<file path="config.mk">
export PLATFORM = sky130hd
export DESIGN_NAME = sdram_to_fx2_flat
export DESIGN_NICKNAME = d
export VERILOG_FILES = /design/src/rtl/sdram_to_fx2_if.sv /design/src/rtl/sdram_to_fx2.sv /design/src/flat_wrapper.sv
export SDC_FILE = /design/constraint.sdc
export NUM_CORES = 1
export LEC_CHECK = 0
export ABC_AREA = 1
export BUFFER_PORTS_ARGS = -buffer_cell sky130_fd_sc_hd__buf_2
export CAP_MARGIN = 5
export CORE_MARGIN = 2
export CORE_UTILIZATION = 50
export CTS_BUF_LIST = sky130_fd_sc_hd__clkbuf_8 sky130_fd_sc_hd__clkbuf_16
export CTS_CLUSTER_SIZE = 28
export DETAILED_ROUTE_END_ITERATION = 16
export PLACE_DENSITY = 0.73
export SLEW_MARGIN = 10
export SYNTH_ARGS = -nofsm -noshare
export SYNTH_HDL_FRONTEND = slang
export SYNTH_SLANG_ARGS = --single-unit
</file>
<file path="constraint.sdc">
create_clock -name CLKOUT -period 2.8 [get_ports CLKOUT]
set_clock_uncertainty 0.05 [all_clocks]
set_input_delay 0.56 -clock CLKOUT [delete_from_list [all_inputs] [get_ports CLKOUT]]
set_output_delay 0.56 -clock CLKOUT [all_outputs]
set_load 0.05 [all_outputs]
</file>
<file path="src/rtl/sdram_to_fx2_if.sv">
// -----------------------------------------------------------------------------
// sdram_to_fx2_if
//   Bundles the two external buses of sdram_to_fx2:
//     * pipelined Wishbone read master towards SDRAM
//       (stb_i, cyc_i, we_i, sel_i, addr_i, data_i out; data_o, stall_o,
//        sdram_ack in -- names follow the SDRAM controller's point of view)
//     * FX2 EP6 IN synchronous slave-FIFO write side
//       (SLWR, SLRD, SLOE, IFCLK, FIFOADR, PKTEND, FDATA_out, FDATA_oe out;
//        FLAGB in, active-low full)
//   modport master : the sdram_to_fx2 bridge
//   modport slave  : the SDRAM controller / FX2 side (or a testbench)
// -----------------------------------------------------------------------------
interface sdram_to_fx2_if #(
  parameter int ADDR_W = 32
);
  // Wishbone pipelined read port
  logic              stb_i;
  logic              cyc_i;
  logic              we_i;
  logic [3:0]        sel_i;
  logic [ADDR_W-1:0] addr_i;
  logic [31:0]       data_i;
  logic [31:0]       data_o;
  logic              stall_o;
  logic              sdram_ack;

  // FX2 slave-FIFO port
  logic              FLAGB;
  logic              SLWR;
  logic              SLRD;
  logic              SLOE;
  logic              IFCLK;
  logic [1:0]        FIFOADR;
  logic              PKTEND;
  logic [15:0]       FDATA_out;
  logic              FDATA_oe;

  modport master (
    output stb_i, cyc_i, we_i, sel_i, addr_i, data_i,
    input  data_o, stall_o, sdram_ack,
    input  FLAGB,
    output SLWR, SLRD, SLOE, IFCLK, FIFOADR, PKTEND, FDATA_out, FDATA_oe
  );

  modport slave (
    input  stb_i, cyc_i, we_i, sel_i, addr_i, data_i,
    output data_o, stall_o, sdram_ack,
    output FLAGB,
    input  SLWR, SLRD, SLOE, IFCLK, FIFOADR, PKTEND, FDATA_out, FDATA_oe
  );
endinterface

</file>
<file path="src/rtl/sdram_to_fx2.sv">
// -----------------------------------------------------------------------------
// sdram_to_fx2
//   Return path SDRAM -> host. A start pulse (accepted only when idle) launches
//   a burst read of len 32-bit words from base_addr over a pipelined Wishbone
//   master. Read data lands in a DEPTH-word FIFO and is streamed into the FX2
//   EP6 IN slave FIFO as two 16-bit halves per word, low half first.
//
//   Ports
//     CLKOUT     system clock, forwarded to the FX2 as IFCLK
//     rst        synchronous active-high reset
//     start      1-cycle start pulse, base_addr / len sampled with it
//     busy       high from accepted start until done
//     done       1-cycle pulse once the last half-word has been written
//     bus        sdram_to_fx2_if.master (Wishbone + FX2 slave FIFO)
//
//   Build option
//     FX2_PKTEND_EN  when defined, a PKTEND strobe (one cycle, only while the
//                    FX2 is not full) follows the last half-word so a short
//                    packet is committed to the host. Otherwise PKTEND is
//                    tied high and the transfer ends right after draining.
// -----------------------------------------------------------------------------
module sdram_to_fx2 #(
  parameter int DEPTH  = 8,
  parameter int ADDR_W = 32,
  parameter int LEN_W  = 16
) (
  input  logic              CLKOUT,
  input  logic              rst,
  input  logic              start,
  input  logic [ADDR_W-1:0] base_addr,
  input  logic [LEN_W-1:0]  len,
  output logic              busy,
  output logic              done,
  sdram_to_fx2_if.master    bus
);

  localparam int PTR_W = $clog2(DEPTH);
  localparam int CNT_W = PTR_W + 1;

  typedef logic [CNT_W-1:0] cnt_t;

`ifdef FX2_PKTEND_EN
  typedef enum logic [2:0] {S_IDLE, S_REQ, S_DRAIN, S_PKT, S_DONE} state_e;
`else
  typedef enum logic [2:0] {S_IDLE, S_REQ, S_DRAIN, S_DONE} state_e;
`endif

  state_e            state_q, state_d;
  logic [ADDR_W-1:0] addr_q, addr_d;
  logic [LEN_W-1:0]  len_q, len_d;
  logic [LEN_W-1:0]  req_cnt_q, req_cnt_d;
  cnt_t              outst_q, outst_d;
  cnt_t              fifo_cnt_q, fifo_cnt_d;
  logic [PTR_W-1:0]  wr_ptr_q, wr_ptr_d;
  logic [PTR_W-1:0]  rd_ptr_q, rd_ptr_d;
  logic              half_q, half_d;
  logic              slwr_q, slwr_d;
  logic [15:0]       fdata_q, fdata_d;
  logic [31:0]       mem_q [DEPTH];

  logic [CNT_W:0]    occupancy;
  logic              stb_c;
  logic              cyc_c;
  logic              accept;
  logic              last_req;
  logic              ack_ok;
  logic              issue;
  logic              pop;
  logic [31:0]       head;

  // Every outstanding read owns a FIFO slot, so issuing only while
  // buffered + in-flight words < DEPTH makes overflow impossible.
  assign occupancy = {1'b0, fifo_cnt_q} + {1'b0, outst_q};
  assign stb_c     = (state_q == S_REQ) && (req_cnt_q != len_q)
                  && (occupancy < (CNT_W+1)'(DEPTH));
  assign cyc_c     = (state_q == S_REQ) || ((state_q == S_DRAIN) && (outst_q != '0));
  assign accept    = stb_c && !bus.stall_o;
  assign last_req  = (req_cnt_q + LEN_W'(1)) == len_q;

  // Acks with nothing outstanding belong to a transfer killed by reset.
  assign ack_ok    = bus.sdram_ack && (outst_q != '0);

  // A half-word is committed one cycle ahead of its SLWR strobe; the decision
  // uses FLAGB of the current cycle and the strobe/data are both registered.
  assign head      = mem_q[rd_ptr_q];
  assign issue     = (fifo_cnt_q != '0) && bus.FLAGB;
  assign pop       = issue && half_q;

  // ---------------------------------------------------------------------------
  // FSM next state
  // ---------------------------------------------------------------------------
  always_comb begin
    // NOTE: every signal assigned in a combinational block gets a default
    // first; a path that leaves one unassigned would infer a latch.
    state_d = state_q;
    unique case (state_q)
      S_IDLE:  if (start) state_d = (len != '0) ? S_REQ : S_DONE;
      S_REQ:   if (accept && last_req) state_d = S_DRAIN;
`ifdef FX2_PKTEND_EN
      S_DRAIN: if ((outst_q == '0) && (fifo_cnt_q == '0)) state_d = S_PKT;
      S_PKT:   if (bus.FLAGB) state_d = S_DONE;
`else
      S_DRAIN: if ((outst_q == '0) && (fifo_cnt_q == '0)) state_d = S_DONE;
`endif
      S_DONE:  state_d = S_IDLE;
      default: state_d = S_IDLE;
    endcase
  end

  // ---------------------------------------------------------------------------
  // Datapath next state: request counters, credit, FIFO pointers, FX2 output
  // ---------------------------------------------------------------------------
  always_comb begin
    addr_d     = addr_q;
    len_d      = len_q;
    req_cnt_d  = req_cnt_q;
    outst_d    = outst_q;
    fifo_cnt_d = fifo_cnt_q;
    wr_ptr_d   = wr_ptr_q;
    rd_ptr_d   = rd_ptr_q;
    half_d     = half_q;
    slwr_d     = 1'b1;
    fdata_d    = fdata_q;

    if ((state_q == S_IDLE) && start) begin
      addr_d    = base_addr;
      len_d     = len;
      req_cnt_d = '0;
    end

    if (accept) begin
      addr_d    = addr_q + ADDR_W'(1);
      req_cnt_d = req_cnt_q + LEN_W'(1);
    end

    unique case ({accept, ack_ok})
      2'b10:   outst_d = outst_q + cnt_t'(1);
      2'b01:   outst_d = outst_q - cnt_t'(1);
      default: outst_d = outst_q;
    endcase

    if (ack_ok) wr_ptr_d = wr_ptr_q + PTR_W'(1);
    if (pop)    rd_ptr_d = rd_ptr_q + PTR_W'(1);

    unique case ({ack_ok, pop})
      2'b10:   fifo_cnt_d = fifo_cnt_q + cnt_t'(1);
      2'b01:   fifo_cnt_d = fifo_cnt_q - cnt_t'(1);
      default: fifo_cnt_d = fifo_cnt_q;
    endcase

    // While the FX2 is full nothing advances: FDATA and the half pointer
    // hold, so the same half is re-presented when FLAGB returns high.
    if (issue) begin
      slwr_d  = 1'b0;
      fdata_d = half_q ? head[31:16] : head[15:0];
      half_d  = ~half_q;
    end
  end

  // ---------------------------------------------------------------------------
  // State registers
  // ---------------------------------------------------------------------------
  always_ff @(posedge CLKOUT) begin
    // NOTE: sequential state is updated with non-blocking assignments so all
    // registers see the pre-edge values of each other.
    if (rst) begin
      state_q    <= S_IDLE;
      addr_q     <= '0;
      len_q      <= '0;
      req_cnt_q  <= '0;
      outst_q    <= '0;
      fifo_cnt_q <= '0;
      wr_ptr_q   <= '0;
      rd_ptr_q   <= '0;
      half_q     <= 1'b0;
      slwr_q     <= 1'b1;
      fdata_q    <= '0;
    end else begin
      state_q    <= state_d;
      addr_q     <= addr_d;
      len_q      <= len_d;
      req_cnt_q  <= req_cnt_d;
      outst_q    <= outst_d;
      fifo_cnt_q <= fifo_cnt_d;
      wr_ptr_q   <= wr_ptr_d;
      rd_ptr_q   <= rd_ptr_d;
      half_q     <= half_d;
      slwr_q     <= slwr_d;
      fdata_q    <= fdata_d;
    end
  end

  // NOTE: the FIFO storage has no reset; the empty count guards every read,
  // so stale contents are never observed and the array can map to RAM.
  always_ff @(posedge CLKOUT) begin
    if (ack_ok) mem_q[wr_ptr_q] <= bus.data_o;
  end

  // ---------------------------------------------------------------------------
  // Outputs
  // ---------------------------------------------------------------------------
`ifdef FX2_PKTEND_EN
  assign busy       = (state_q == S_REQ) || (state_q == S_DRAIN) || (state_q == S_PKT);
  assign bus.PKTEND = !((state_q == S_PKT) && bus.FLAGB);
`else
  assign busy       = (state_q == S_REQ) || (state_q == S_DRAIN);
  assign bus.PKTEND = 1'b1;
`endif
  assign done          = (state_q == S_DONE);

  assign bus.stb_i     = stb_c;
  assign bus.cyc_i     = cyc_c;
  assign bus.we_i      = 1'b0;
  assign bus.sel_i     = 4'hF;
  assign bus.addr_i    = addr_q;
  assign bus.data_i    = '0;

  assign bus.SLWR      = slwr_q;
  assign bus.SLRD      = 1'b1;
  assign bus.SLOE      = 1'b1;
  assign bus.IFCLK     = CLKOUT;
  assign bus.FIFOADR   = 2'b10;
  assign bus.FDATA_out = fdata_q;
  assign bus.FDATA_oe  = busy;

endmodule

</file>
<file path="src/flat_wrapper.sv">
// flat-port wrapper written by rule: the top's interface ports become plain ports
module sdram_to_fx2_flat 
#(
  parameter int DEPTH  = 8,
  parameter int ADDR_W = 32,
  parameter int LEN_W  = 16
)
  (CLKOUT, rst, start, base_addr, len, busy, done, bus_stb_i, bus_cyc_i, bus_we_i, bus_sel_i, bus_addr_i, bus_data_i, bus_data_o, bus_stall_o, bus_sdram_ack, bus_FLAGB, bus_SLWR, bus_SLRD, bus_SLOE, bus_IFCLK, bus_FIFOADR, bus_PKTEND, bus_FDATA_out, bus_FDATA_oe);
  sdram_to_fx2_if #(.ADDR_W(ADDR_W)) bus_i ();
  input  logic CLKOUT;
  input  logic rst;
  input  logic start;
  input  logic [ADDR_W-1:0] base_addr;
  input  logic [LEN_W-1:0] len;
  output logic busy;
  output logic done;
  output wire logic [$bits(bus_i.stb_i)-1:0] bus_stb_i;
  output wire logic [$bits(bus_i.cyc_i)-1:0] bus_cyc_i;
  output wire logic [$bits(bus_i.we_i)-1:0] bus_we_i;
  output wire logic [$bits(bus_i.sel_i)-1:0] bus_sel_i;
  output wire logic [$bits(bus_i.addr_i)-1:0] bus_addr_i;
  output wire logic [$bits(bus_i.data_i)-1:0] bus_data_i;
  input wire logic [$bits(bus_i.data_o)-1:0] bus_data_o;
  input wire logic [$bits(bus_i.stall_o)-1:0] bus_stall_o;
  input wire logic [$bits(bus_i.sdram_ack)-1:0] bus_sdram_ack;
  input wire logic [$bits(bus_i.FLAGB)-1:0] bus_FLAGB;
  output wire logic [$bits(bus_i.SLWR)-1:0] bus_SLWR;
  output wire logic [$bits(bus_i.SLRD)-1:0] bus_SLRD;
  output wire logic [$bits(bus_i.SLOE)-1:0] bus_SLOE;
  output wire logic [$bits(bus_i.IFCLK)-1:0] bus_IFCLK;
  output wire logic [$bits(bus_i.FIFOADR)-1:0] bus_FIFOADR;
  output wire logic [$bits(bus_i.PKTEND)-1:0] bus_PKTEND;
  output wire logic [$bits(bus_i.FDATA_out)-1:0] bus_FDATA_out;
  output wire logic [$bits(bus_i.FDATA_oe)-1:0] bus_FDATA_oe;
  assign bus_stb_i = bus_i.stb_i;
  assign bus_cyc_i = bus_i.cyc_i;
  assign bus_we_i = bus_i.we_i;
  assign bus_sel_i = bus_i.sel_i;
  assign bus_addr_i = bus_i.addr_i;
  assign bus_data_i = bus_i.data_i;
  assign bus_i.data_o = bus_data_o;
  assign bus_i.stall_o = bus_stall_o;
  assign bus_i.sdram_ack = bus_sdram_ack;
  assign bus_i.FLAGB = bus_FLAGB;
  assign bus_SLWR = bus_i.SLWR;
  assign bus_SLRD = bus_i.SLRD;
  assign bus_SLOE = bus_i.SLOE;
  assign bus_IFCLK = bus_i.IFCLK;
  assign bus_FIFOADR = bus_i.FIFOADR;
  assign bus_PKTEND = bus_i.PKTEND;
  assign bus_FDATA_out = bus_i.FDATA_out;
  assign bus_FDATA_oe = bus_i.FDATA_oe;
  sdram_to_fx2 #(.DEPTH(DEPTH), .ADDR_W(ADDR_W), .LEN_W(LEN_W)) u_core (.CLKOUT(CLKOUT), .rst(rst), .start(start), .base_addr(base_addr), .len(len), .busy(busy), .done(done), .bus(bus_i));
endmodule
</file>
# After elaboration in Yosys (flattened, before gate mapping)
# Memories as Yosys holds them, arrays and structs flattened. A register that Yosys moved wholly into a read port is not among the register bits.
# Index checks and enable logic that the tools add are counted.
dict set report totals {
  mem_bits_rw 256
  out_inout_bits 97
  in_bits 86
  ff_bits 99
  memories 1
}
dict set report op_classes {
  reduce_logical 23
  eq_ne 12
  magnitude_cmp 1
  n_bitwise 1
  mux 17
  add_sub_neg 9
}
# name words width rd rd_clocked_by_memory_dff wr line_no
set mem_list {}
lappend mem_list {u_core.mem_q 8 32 1 1 1 sdram_to_fx2.sv:59} ;# logic [31:0] mem_q [DEPTH];
# cell count
set ops {}
lappend ops {{$mux 32} 2}
lappend ops {{$mux 16} 3}
lappend ops {{$add 32x1->32 const B} 1}
lappend ops {{$add 16x1->16 const B} 1}
lappend ops {{$eq 16x16->1} 1}
lappend ops {{$ne 16x16->1} 1}
lappend ops {{$pmux 4 s2} 2}
lappend ops {{$reduce_bool 16->1} 1}
lappend ops {{$mux 3} 5}
lappend ops {{$logic_and 1x1->1} 10}
lappend ops {{$pmux 3 s3} 1}
lappend ops {{$add 4x1->4 const B} 2}
lappend ops {{$logic_not 4->1} 2}
lappend ops {{$reduce_bool 4->1} 2}
lappend ops {{$sub 4x1->4 const B} 2}
lappend ops {{$add 3x1->3 const B} 2}
lappend ops {{$eq 3x2->1 const B} 2}
lappend ops {{$reduce_bool 2->1} 3}
lappend ops {{$add 4x4->5} 1}
lappend ops {{$lt 5x4->1 const B} 1}
lappend ops {{$eq 2x1->1 const B} 2}
lappend ops {{$eq 2x2->1 const B} 2}
lappend ops {{$ne 2x2->1 const B} 2}
lappend ops {{$eq 3x1->1 const B} 1}
lappend ops {{8 further kinds} 11}

# Depth between registers and ports, before layout
# Gate-level depths: netlist of run 1.
dict set report logic_depth {
  word_depth 7
  ltp_mapped 21
  ltp_nobuf 20
}

==> flow_metrics.env, run 1 <==
export IMPL_vdd_ir_drop_max_mv=0.652
export IMPL_grt_usage_pct=22.9
export IMPL_synth_top_cell_by_area="edfxtp_1"
export IMPL_seq_power_share_pct=41.9
export IMPL_place_hpwl_mm=24.4
export IMPL_fp_dieH_microns=183
export IMPL_reg2reg_to="u_core.fifo_cnt_q[3]$_SDFFE_PP0P_"
export IMPL_syn_area_sq_um=16100
export IMPL_pin_count=183
export IMPL_ant_nets=0
export IMPL_grt_pass1_wl_mm=60.0
export IMPL_leakagePower_nw=7.05
export IMPL_hp_class="primary input to flop"
export IMPL_seq_area_frac_synth_pct=60.3
export IMPL_clk_latency_ns=0.65
export IMPL_critPathCaptureType="output port"
export IMPL_cts_tree="built"
export IMPL_die_x_microns=183
export IMPL_via_per_inst=5.58
export IMPL_p_sw_mw=5.85
export IMPL_rsz0062_at_grt="false"
export IMPL_portBuffers=140
export IMPL_status="complete, no violations"
export IMPL_p_int_mw=10.5
export IMPL_crit_arrival_ns=2.05
export IMPL_syn2layout_area_growth_pct=15.0
export IMPL_gr_total_overflow=0
export IMPL_grt_pass1_vias=11300
export IMPL_final_cell_count_no_fill=2155
export IMPL_antenna_found_initial=4
export IMPL_place_area_sq_um=17200
export IMPL_grt_max_degree=129
export IMPL_rrSetupSlack_ns=0.27
export IMPL_hp_start="bus_data_o[6]"
export IMPL_pwr_share_clk_pct=30.4
export IMPL_cts_clk_slew_worst_paths_ns=0.06
export IMPL_syn_inst=1586
export IMPL_reg2reg_from="u_core.fifo_cnt_q[1]$_SDFFE_PP0P_"
export IMPL_crit_required_ns=2.19
export IMPL_drv_slew=0
export IMPL_wl_per_cell_microns=17.9
export IMPL_worstSetupStartpointType="flop"
export IMPL_numPlacedInstances=2081
export IMPL_hold_buffers=0
export IMPL_drt_iter0_markers=1028
export IMPL_drc_errors=0
export IMPL_ys_top_cells_by_area="edfxtp_1 48%, dfxtp_1 13%, nand2_1 5.6%"
export IMPL_worst_hold_path_num_cells=1
export IMPL_num_rows=65
export IMPL_period_needed_ns=2.66
export IMPL_hold_path_end="u_core.mem_q[2][6]$_DFFE_PP_"
export IMPL_fin_setup_tns_ns=0
export IMPL_synth_top_cell_area_share_pct=47.8
export IMPL_nNetsFinal=1826
export IMPL_syn_avg_cell_area_sq_um=10.1
export IMPL_path_class="flop to output port"
export IMPL_setup_violations=0
export IMPL_ys_ff_latch=357
export IMPL_maxCapViolCount=0
export IMPL_power_per_cell_area_nw_per_um2=883
export IMPL_finalCritPeriodShare_pct=95.1
export IMPL_ctsResizeCount=0
export IMPL_routed_wl_mm=38.7
export IMPL_start_util_pct=50.9
export IMPL_synth_cell_types=40
export IMPL_tightest_slew_ns=0.649
export IMPL_relSlewSlack_pct=56.7
export IMPL_vias=12000
export IMPL_design_die_area_sq_um=33600
export IMPL_yosys_warnings=0
export IMPL_p_comb_share_pct=27.7
export IMPL_cts_setup_buffers=0
export IMPL_final_hold_violation_count=0
export IMPL_floorplan_core_area_sq_um=31600
export IMPL_path_max_fanout=4
export IMPL_drive_above_1_share_pct=14.9
export IMPL_design_area_sq_um=18500
export IMPL_r2r_cells=14
export IMPL_p_sw_share_pct=35.8
export IMPL_max_clock_freq_mhz=376
export IMPL_place_congestion=0.956
export IMPL_dr_pass1_iters=5
[power groups by stage]
stage	Clock [mW]	Combinational, mW	Sequential, mW
finish	4.96	4.53	6.84
detailed placement	0.0681	4.48	6.93
global placement	0.0681	4.39	6.92
CTS	5.03	4.51	6.82
floorplan	0.0770	2.57	7.60
global route	5.22	4.93	6.91
[through the flow]
stage	worst slack [ns]	power (mW)	hold WS, ns	util (%)
2_1_floorplan	0.0446	10.2	0.362	-
3_3_place_gp	0.388	11.4	0.363	54.5
3_5_place_dp	0.250	11.5	0.376	54.5
4_1_cts	0.0479	16.4	0.105	58.4
5_1_grt	0.00753	17.1	0.123	58.5
6_report	0.138	16.3	0.126	58.5
[critical path: stages (launching register included)]
cell	delay [ns]
dfxtp_2	0.35
ha_1	0.29
nor3_1	0.19
nand2_1	0.07
nor2_1	0.12
nand2_2	0.08
inv_2	0.08
clkbuf_4	0.24
[synthesized netlist by cell type, drive strengths merged]
cell type  count
xnor2         16
conb           2
edfxtp       256
nor2         234
clkbuf        53
nand2        245
nand3         55
and3           3
xor2          38
o21bai         1
nand4         13
a21boi         1
o221ai        32
nand3b         2
o32ai         32
a21oi         64
clkinv         2
inv          109
buf           69
mux2i         32
a211oi         1
a31oi          2
or2            1
o31ai          1
o211ai        36
nor3b          1
fa             1
o21ai        139
ha            17
nor3          19
dfxtp        101
nor4           8
[sequential cells by signal (all words and copies together) (netlist names), 2 cells and up, named ones only]
signal and cells:
u_core.bus.FDATA_out 16, u_core.bus.addr_i 32, u_core.fifo_cnt_q 4, u_core.len_q 16, u_core.mem_q 256, u_core.outst_q 4, u_core.rd_ptr_q 3, u_core.req_cnt_q 16
u_core.state_q 2, u_core.wr_ptr_q 3
[worst max path at each step]
stage,start,end,cells after the start
after floorplan,bus_sdram_ack,u_core.mem_q[0][0]$_DFFE_PP_,4
after global placement,u_core.fifo_cnt_q[1]$_SDFFE_PP0P_,u_core.fifo_cnt_q[3]$_SDFFE_PP0P_,14
after detailed placement,u_core.fifo_cnt_q[0]$_SDFFE_PP0P_,u_core.fifo_cnt_q[3]$_SDFFE_PP0P_,14
after CTS,u_core.fifo_cnt_q[3]$_SDFFE_PP0P_,bus_stb_i,7
after global routing,u_core.req_cnt_q[10]$_SDFFE_PP0P_,u_core.outst_q[3]$_SDFFE_PP0P_,17
final,u_core.fifo_cnt_q[3]$_SDFFE_PP0P_,bus_stb_i,7
[placed cells by master (no fill, tap or decap), types with 3 or more instances in the layout]
cell	netlist	routed
a21oi_1	64	64
and3_1	3	3
buf_12	0	10
buf_2	14	139
buf_4	45	25
clkbuf_16	0	41
clkbuf_8	0	6
clkinv_2	0	5
conb_1	2	42
dfxtp_1	101	96
dfxtp_2	0	3
diode_2	0	3
edfxtp_1	256	256
ha_1	17	17
inv_1	104	117
inv_2	5	6
mux2i_1	32	32
nand2_1	242	242
nand3_1	55	55
nand4_1	13	13
nor2_1	230	222
nor2_2	4	4
nor2_4	0	8
nor3_1	19	19
nor4_1	8	8
o211ai_1	36	36
o21ai_0	139	139
o221ai_1	32	32
o32ai_1	32	32
xnor2_1	16	16
xor2_1	38	38
[routing by layer]
metal	vias to the layer above	GRT usage, %	part of all wire [%]
met1	5767	31.1	43
li1	5720	-	-
met5	-	0	0.078
met3	81	4.05	7.3
met4	4	9.28	3.0
met2	447	36.5	47
[logic make-up (layout without fill, tap and decap cells)]
family,count (synthesis),after routing,synth area share (%)
XOR/XNOR,54,54,2.94
AND/OR/NAND/NOR,581,581,14.8
flip-flops,357,357,60.3
buffers and inverters,233,357,6.75
AO/OA/AOI/OAI,309,309,11.7
adder cells (fa/ha/maj),18,18,1.45
multiplexers,32,32,1.99
other,2,45,0.0467
[cell type report]
cell class	instances	area [sq um]
inverters	111	417
diodes	3	7.51
flip-flops and latches	357	9720
clock inverters	24	139
clock buffers	48	1110
repair buffers	174	1090
well taps	402	503
fillers	2603	13100
multi-input cells	1036	5510
Note: power is estimated with default switching activity, not from simulation.
==> inputs of run 2 (changes only) <==
==> constraint.sdc (replaced) <==
create_clock -name CLKOUT -period 2.8 [get_ports CLKOUT]
set_clock_uncertainty 0.05 [all_clocks]
set_input_delay 0.42 -clock CLKOUT [delete_from_list [all_inputs] [get_ports CLKOUT]]
set_output_delay 0.42 -clock CLKOUT [all_outputs]
set_load 0.05 [all_outputs]
==> flow_metrics.env, run 2 (synthesis gave the netlist of run 1 again) <==
export IMPL_status="complete, no violations"
export IMPL_reg2reg_from="u_core.fifo_cnt_q[1]$_SDFFE_PP0P_"
export IMPL_final_common_cell="edfxtp_1"
export IMPL_place_congestion=0.958
export IMPL_portBuffers=140
export IMPL_timing_hold_ws_ns=0.0232
export IMPL_die_x_microns=183
export IMPL_leakagePower_nw=7.14
export IMPL_start_util_pct=50.9
export IMPL_finalCritPeriodShare_pct=93.6
export IMPL_floorplan_core_area_sq_um=31600
export IMPL_ant_nets=0
export IMPL_fillCellCount=2587
export IMPL_setup_violations=0
export IMPL_cts_tree="built"
export IMPL_crit_arrival_ns=2.15
export IMPL_design_area_sq_um=18700
export IMPL_crit_required_ns=2.33
export IMPL_vdd_ir_drop_max_mv=0.677
export IMPL_hp_start="bus_data_o[31]"
export IMPL_tightest_slew_ns=0.627
export IMPL_grt_pass1_wl_mm=60.5
export IMPL_place_area_sq_um=17200
export IMPL_drive_above_1_share_pct=14.1
export IMPL_pin_count=183
export IMPL_largest_reg_flops=256
export IMPL_worstSetupStartpointType="flop"
export IMPL_drv_slew=0
export IMPL_design_die_area_sq_um=33600
export IMPL_multi_input_area_sq_um=5510
export IMPL_max_clock_freq_mhz=382
export IMPL_critPathCaptureType="output port"
export IMPL_routed_wl_mm=39.0
export IMPL_rsz0062_at_grt="false"
export IMPL_numPlacedInstances=2081
export IMPL_fp_dieH_microns=183
export IMPL_wl_per_cell_microns=17.9
export IMPL_path_class="flop to output port"
export IMPL_drc_errors=0
export IMPL_dr_pass1_iters=6
export IMPL_power_per_cell_area_nw_per_um2=865
export IMPL_final_core_util_pct=59.2
export IMPL_maxCapViolCount=0
export IMPL_cts_clk_slew_worst_paths_ns=0.06
export IMPL_drt_iter0_markers=914
export IMPL_syn2layout_area_growth_pct=16.5
export IMPL_relSlewSlack_pct=58.2
export IMPL_nNetsFinal=1857
export IMPL_largest_register="u_core.mem_q"
export IMPL_cts_setup_buffers=0
export IMPL_antenna_found_initial=2
export IMPL_ctsResizeCount=0
export IMPL_final_seq_area_sq_um=9720
export IMPL_path_max_fanout=4
export IMPL_cp_startpoint="u_core.fifo_cnt_q[3]$_SDFFE_PP0P_"
export IMPL_clk_latency_ns=0.65
export IMPL_place_hpwl_mm=24.7
export IMPL_grt_max_degree=65
export IMPL_period_needed_ns=2.62
export IMPL_grt_usage_pct=23.0
export IMPL_grt_pass1_vias=11400
export IMPL_layout_common_cells="256 x edfxtp_1, 242 x nand2_1, 222 x nor2_1, 140 x buf_2, 139 x o21ai_0"
export IMPL_vias=12100
export IMPL_final_hold_violation_count=0
export IMPL_via_per_inst=5.56
export IMPL_hold_buffers=31
export IMPL_fin_setup_tns_ns=0
export IMPL_hp_class="primary input to flop"
export IMPL_num_rows=65
export IMPL_final_cell_count_no_fill=2183
export IMPL_gr_total_overflow=0
[run 2: cell count changes in the layout (fill, tap and decap cells not counted), sizes merged]
cell | previous run | this run
buf | 174 | 175
diode | 3 | 2
clkbuf | 48 | 41
clkinv | 8 | 12
bufinv | 0 | 1
dlygate4sd3 | 0 | 31
inv | 126 | 125
[run 2: stage by stage]
step	total power, mW	setup slack, ns
4_1_cts	16.3	0.141
6_report	16.2	0.179
3_3_place_gp	11.4	0.417
3_5_place_dp	11.5	0.280
2_1_floorplan	10.2	0.0957
5_1_grt	17.0	0.0238
[run 2: area by class of cell]
| type | instances | area share, % |
|---|---|---|
| inverter | 111 | 2.22 |
| clock inverter | 28 | 0.948 |
| multi-input combinational | 1036 | 29.4 |
| antenna | 2 | 0.0267 |
| sequential | 357 | 51.9 |
| clock buffer | 42 | 5.50 |
| timing repair buffer | 205 | 7.37 |
| tap | 402 | 2.68 |
[run 2: power by group]
part	leakage (nW)	switching, mW	internal, mW
Sequential	3.14	0.534	6.34
Clock	0.639	2.07	2.76
Combinational	3.36	3.19	1.32
[run 2: per-layer routing]
layer / track usage, % / wire length [microns]
met2: 37.0 / 18600
met3: 4.81 / 2720
met5: 0 / 20
met4: 8.42 / 899
met1: 30.9 / 16800
[run 2: worst paths after layout]
path	to	slack (ns)	cells past startpoint
worst max-delay path	bus_stb_i	0.18	7
worst min register to register	flop	0.38	1
worst min-delay path	u_core.mem_q[1][31]$_DFFE_PP_	0.02	1
worst max register to register	u_core.fifo_cnt_q[3]$_SDFFE_PP0P_	0.28	14
[run 2: critical path, stage by stage (launching register included)]
cell and delay, ns:
dfxtp_1 0.41, ha_1 0.26, nor3_1 0.22, nand2_1 0.08, nor2_1 0.12, nand2_2 0.08
inv_2 0.07, buf_2 0.27
==> inputs of run 3 (changes only) <==
--- a/config.mk
+++ b/config.mk
@@ -14,6 +14,7 @@
 export CTS_CLUSTER_SIZE = 28
 export DETAILED_ROUTE_END_ITERATION = 16
 export PLACE_DENSITY = 0.73
+export RECOVER_POWER = 50
 export SLEW_MARGIN = 10
 export SYNTH_ARGS = -nofsm -noshare
 export SYNTH_HDL_FRONTEND = slang
==> flow_metrics.env, run 3 (synthesis gave the netlist of run 1 again) <==
export IMPL_status="complete, no violations"
export IMPL_cts_setup_buffers=0
export IMPL_p_comb_share_pct=27.4
export IMPL_antenna_found_initial=2
export IMPL_drive_above_1_share_pct=9.44
export IMPL_dr_pass1_iters=5
export IMPL_critPathCaptureType="output port"
export IMPL_final_common_cell="edfxtp_1"
export IMPL_p_int_mw=10.3
export IMPL_path_class="flop to output port"
export IMPL_layout_common_cells="256 x edfxtp_1, 242 x nand2_1, 223 x nor2_1, 139 x o21ai_0, 118 x inv_1"
export IMPL_start_util_pct=50.9
export IMPL_max_clock_freq_mhz=381
export IMPL_hp_class="primary input to flop"
export IMPL_num_rows=65
export IMPL_p_total_mw=16.1
export IMPL_syn2layout_area_growth_pct=15.8
export IMPL_ant_nets=0
export IMPL_cts_tree="built"
export IMPL_design_die_area_sq_um=33600
export IMPL_die_x_microns=183
export IMPL_drt_iter0_markers=936
export IMPL_timing_hold_ws_ns=0.0238
export IMPL_hold_buffers=31
export IMPL_clk_latency_ns=0.65
export IMPL_fp_dieH_microns=183
export IMPL_place_hpwl_mm=24.7
export IMPL_relSlewSlack_pct=26.4
export IMPL_nNetsFinal=1857
export IMPL_portBuffers=140
export IMPL_drc_errors=0
export IMPL_design_area_sq_um=18600
export IMPL_p_sw_mw=5.79
export IMPL_crit_arrival_ns=2.15
export IMPL_via_per_inst=5.56
export IMPL_p_sw_share_pct=35.9
export IMPL_vias=12100
export IMPL_largest_reg_flops=256
export IMPL_path_max_fanout=4
export IMPL_largest_register="u_core.mem_q"
export IMPL_floorplan_core_area_sq_um=31600
export IMPL_leakagePower_nw=6.86
export IMPL_crit_required_ns=2.33
export IMPL_place_congestion=0.958
export IMPL_fin_setup_tns_ns=0
export IMPL_seq_power_share_pct=42.6
export IMPL_cts_clk_slew_worst_paths_ns=0.06
export IMPL_power_per_cell_area_nw_per_um2=866
export IMPL_grt_pass1_vias=11400
export IMPL_period_needed_ns=2.62
export IMPL_grt_pass1_wl_mm=60.5
export IMPL_wl_per_cell_microns=17.9
export IMPL_final_hold_violation_count=0
export IMPL_gr_total_overflow=0
export IMPL_maxCapViolCount=0
export IMPL_grt_usage_pct=23.0
export IMPL_pin_count=183
export IMPL_pwr_share_clk_pct=29.9
export IMPL_tightest_slew_ns=1.10
export IMPL_grt_max_degree=65
export IMPL_vdd_ir_drop_max_mv=0.667
export IMPL_place_area_sq_um=17200
export IMPL_routed_wl_mm=39.0
export IMPL_setup_violations=0
export IMPL_worstSetupStartpointType="flop"
export IMPL_rsz0062_at_grt="false"
export IMPL_ctsResizeCount=0
export IMPL_finalCritPeriodShare_pct=93.6
export IMPL_drv_slew=0
[run 3: area by class of cell]
| class | instances | area, sq um |
|---|---|---|
| diodes | 2 | 5.00 |
| inverters | 111 | 417 |
| well taps | 402 | 503 |
| clock buffers | 42 | 1030 |
| repair buffers | 205 | 1280 |
| multi-input cells | 1036 | 5500 |
| flip-flops and latches | 357 | 9720 |
| fillers | 2638 | 13000 |
| clock inverters | 28 | 178 |
[run 3: per-layer routing]
layer | vias up | wire length [microns] | GRT usage, %
met2 | 466 | 18500 | 37.0
li1 | 5803 | - | -
met5 | - | 46 | 0
met3 | 66 | 2810 | 4.81
met4 | 4 | 906 | 8.42
met1 | 5792 | 16700 | 30.9
[run 3: final timing paths]
kind | start | endpoint | slack (ns) | depth (start not counted)
max | u_core.fifo_cnt_q[3]$_SDFFE_PP0P_ | bus_stb_i | 0.18 | 7
min | base_addr[6] | u_core.bus.addr_i[6]$_SDFFE_PP0P_ | 0.02 | 3
max reg2reg | u_core.state_q[0]$_SDFFE_PP0P_ | u_core.bus.addr_i[10]$_SDFFE_PP0P_ | 0.26 | 9
min reg2reg | u_core.rd_ptr_q[2]$_SDFFE_PP0P_ | flop | 0.38 | 1
[run 3: power groups by stage]
stage | combinational, mW | sequential (mW) | clock (mW)
2_1_floorplan | 2.57 | 7.60 | 0.0770
3_3_place_gp | 4.36 | 6.95 | 0.0681
3_5_place_dp | 4.45 | 6.97 | 0.0681
4_1_cts | 4.51 | 6.86 | 4.92
5_1_grt | 4.85 | 6.95 | 5.15
6_report | 4.43 | 6.88 | 4.83
[run 3: stage by stage]
step / cells / util (%) / setup slack (ns)
2_1_floorplan: 1626 / - / 0.0957
3_3_place_gp: 2081 / 54.4 / 0.417
3_5_place_dp: 2081 / 54.4 / 0.280
4_1_cts: 2181 / 59.2 / 0.141
5_1_grt: 2182 / 58.9 / 0.0238
6_report: 2183 / 58.9 / 0.179
[run 3: worst max-delay path, stage by stage (launching register included)]
cell,delay (ns)
dfxtp_1,0.41
ha_1,0.26
nor3_1,0.22
nand2_1,0.08
nor2_1,0.12
nand2_2,0.08
inv_2,0.07
buf_2,0.27
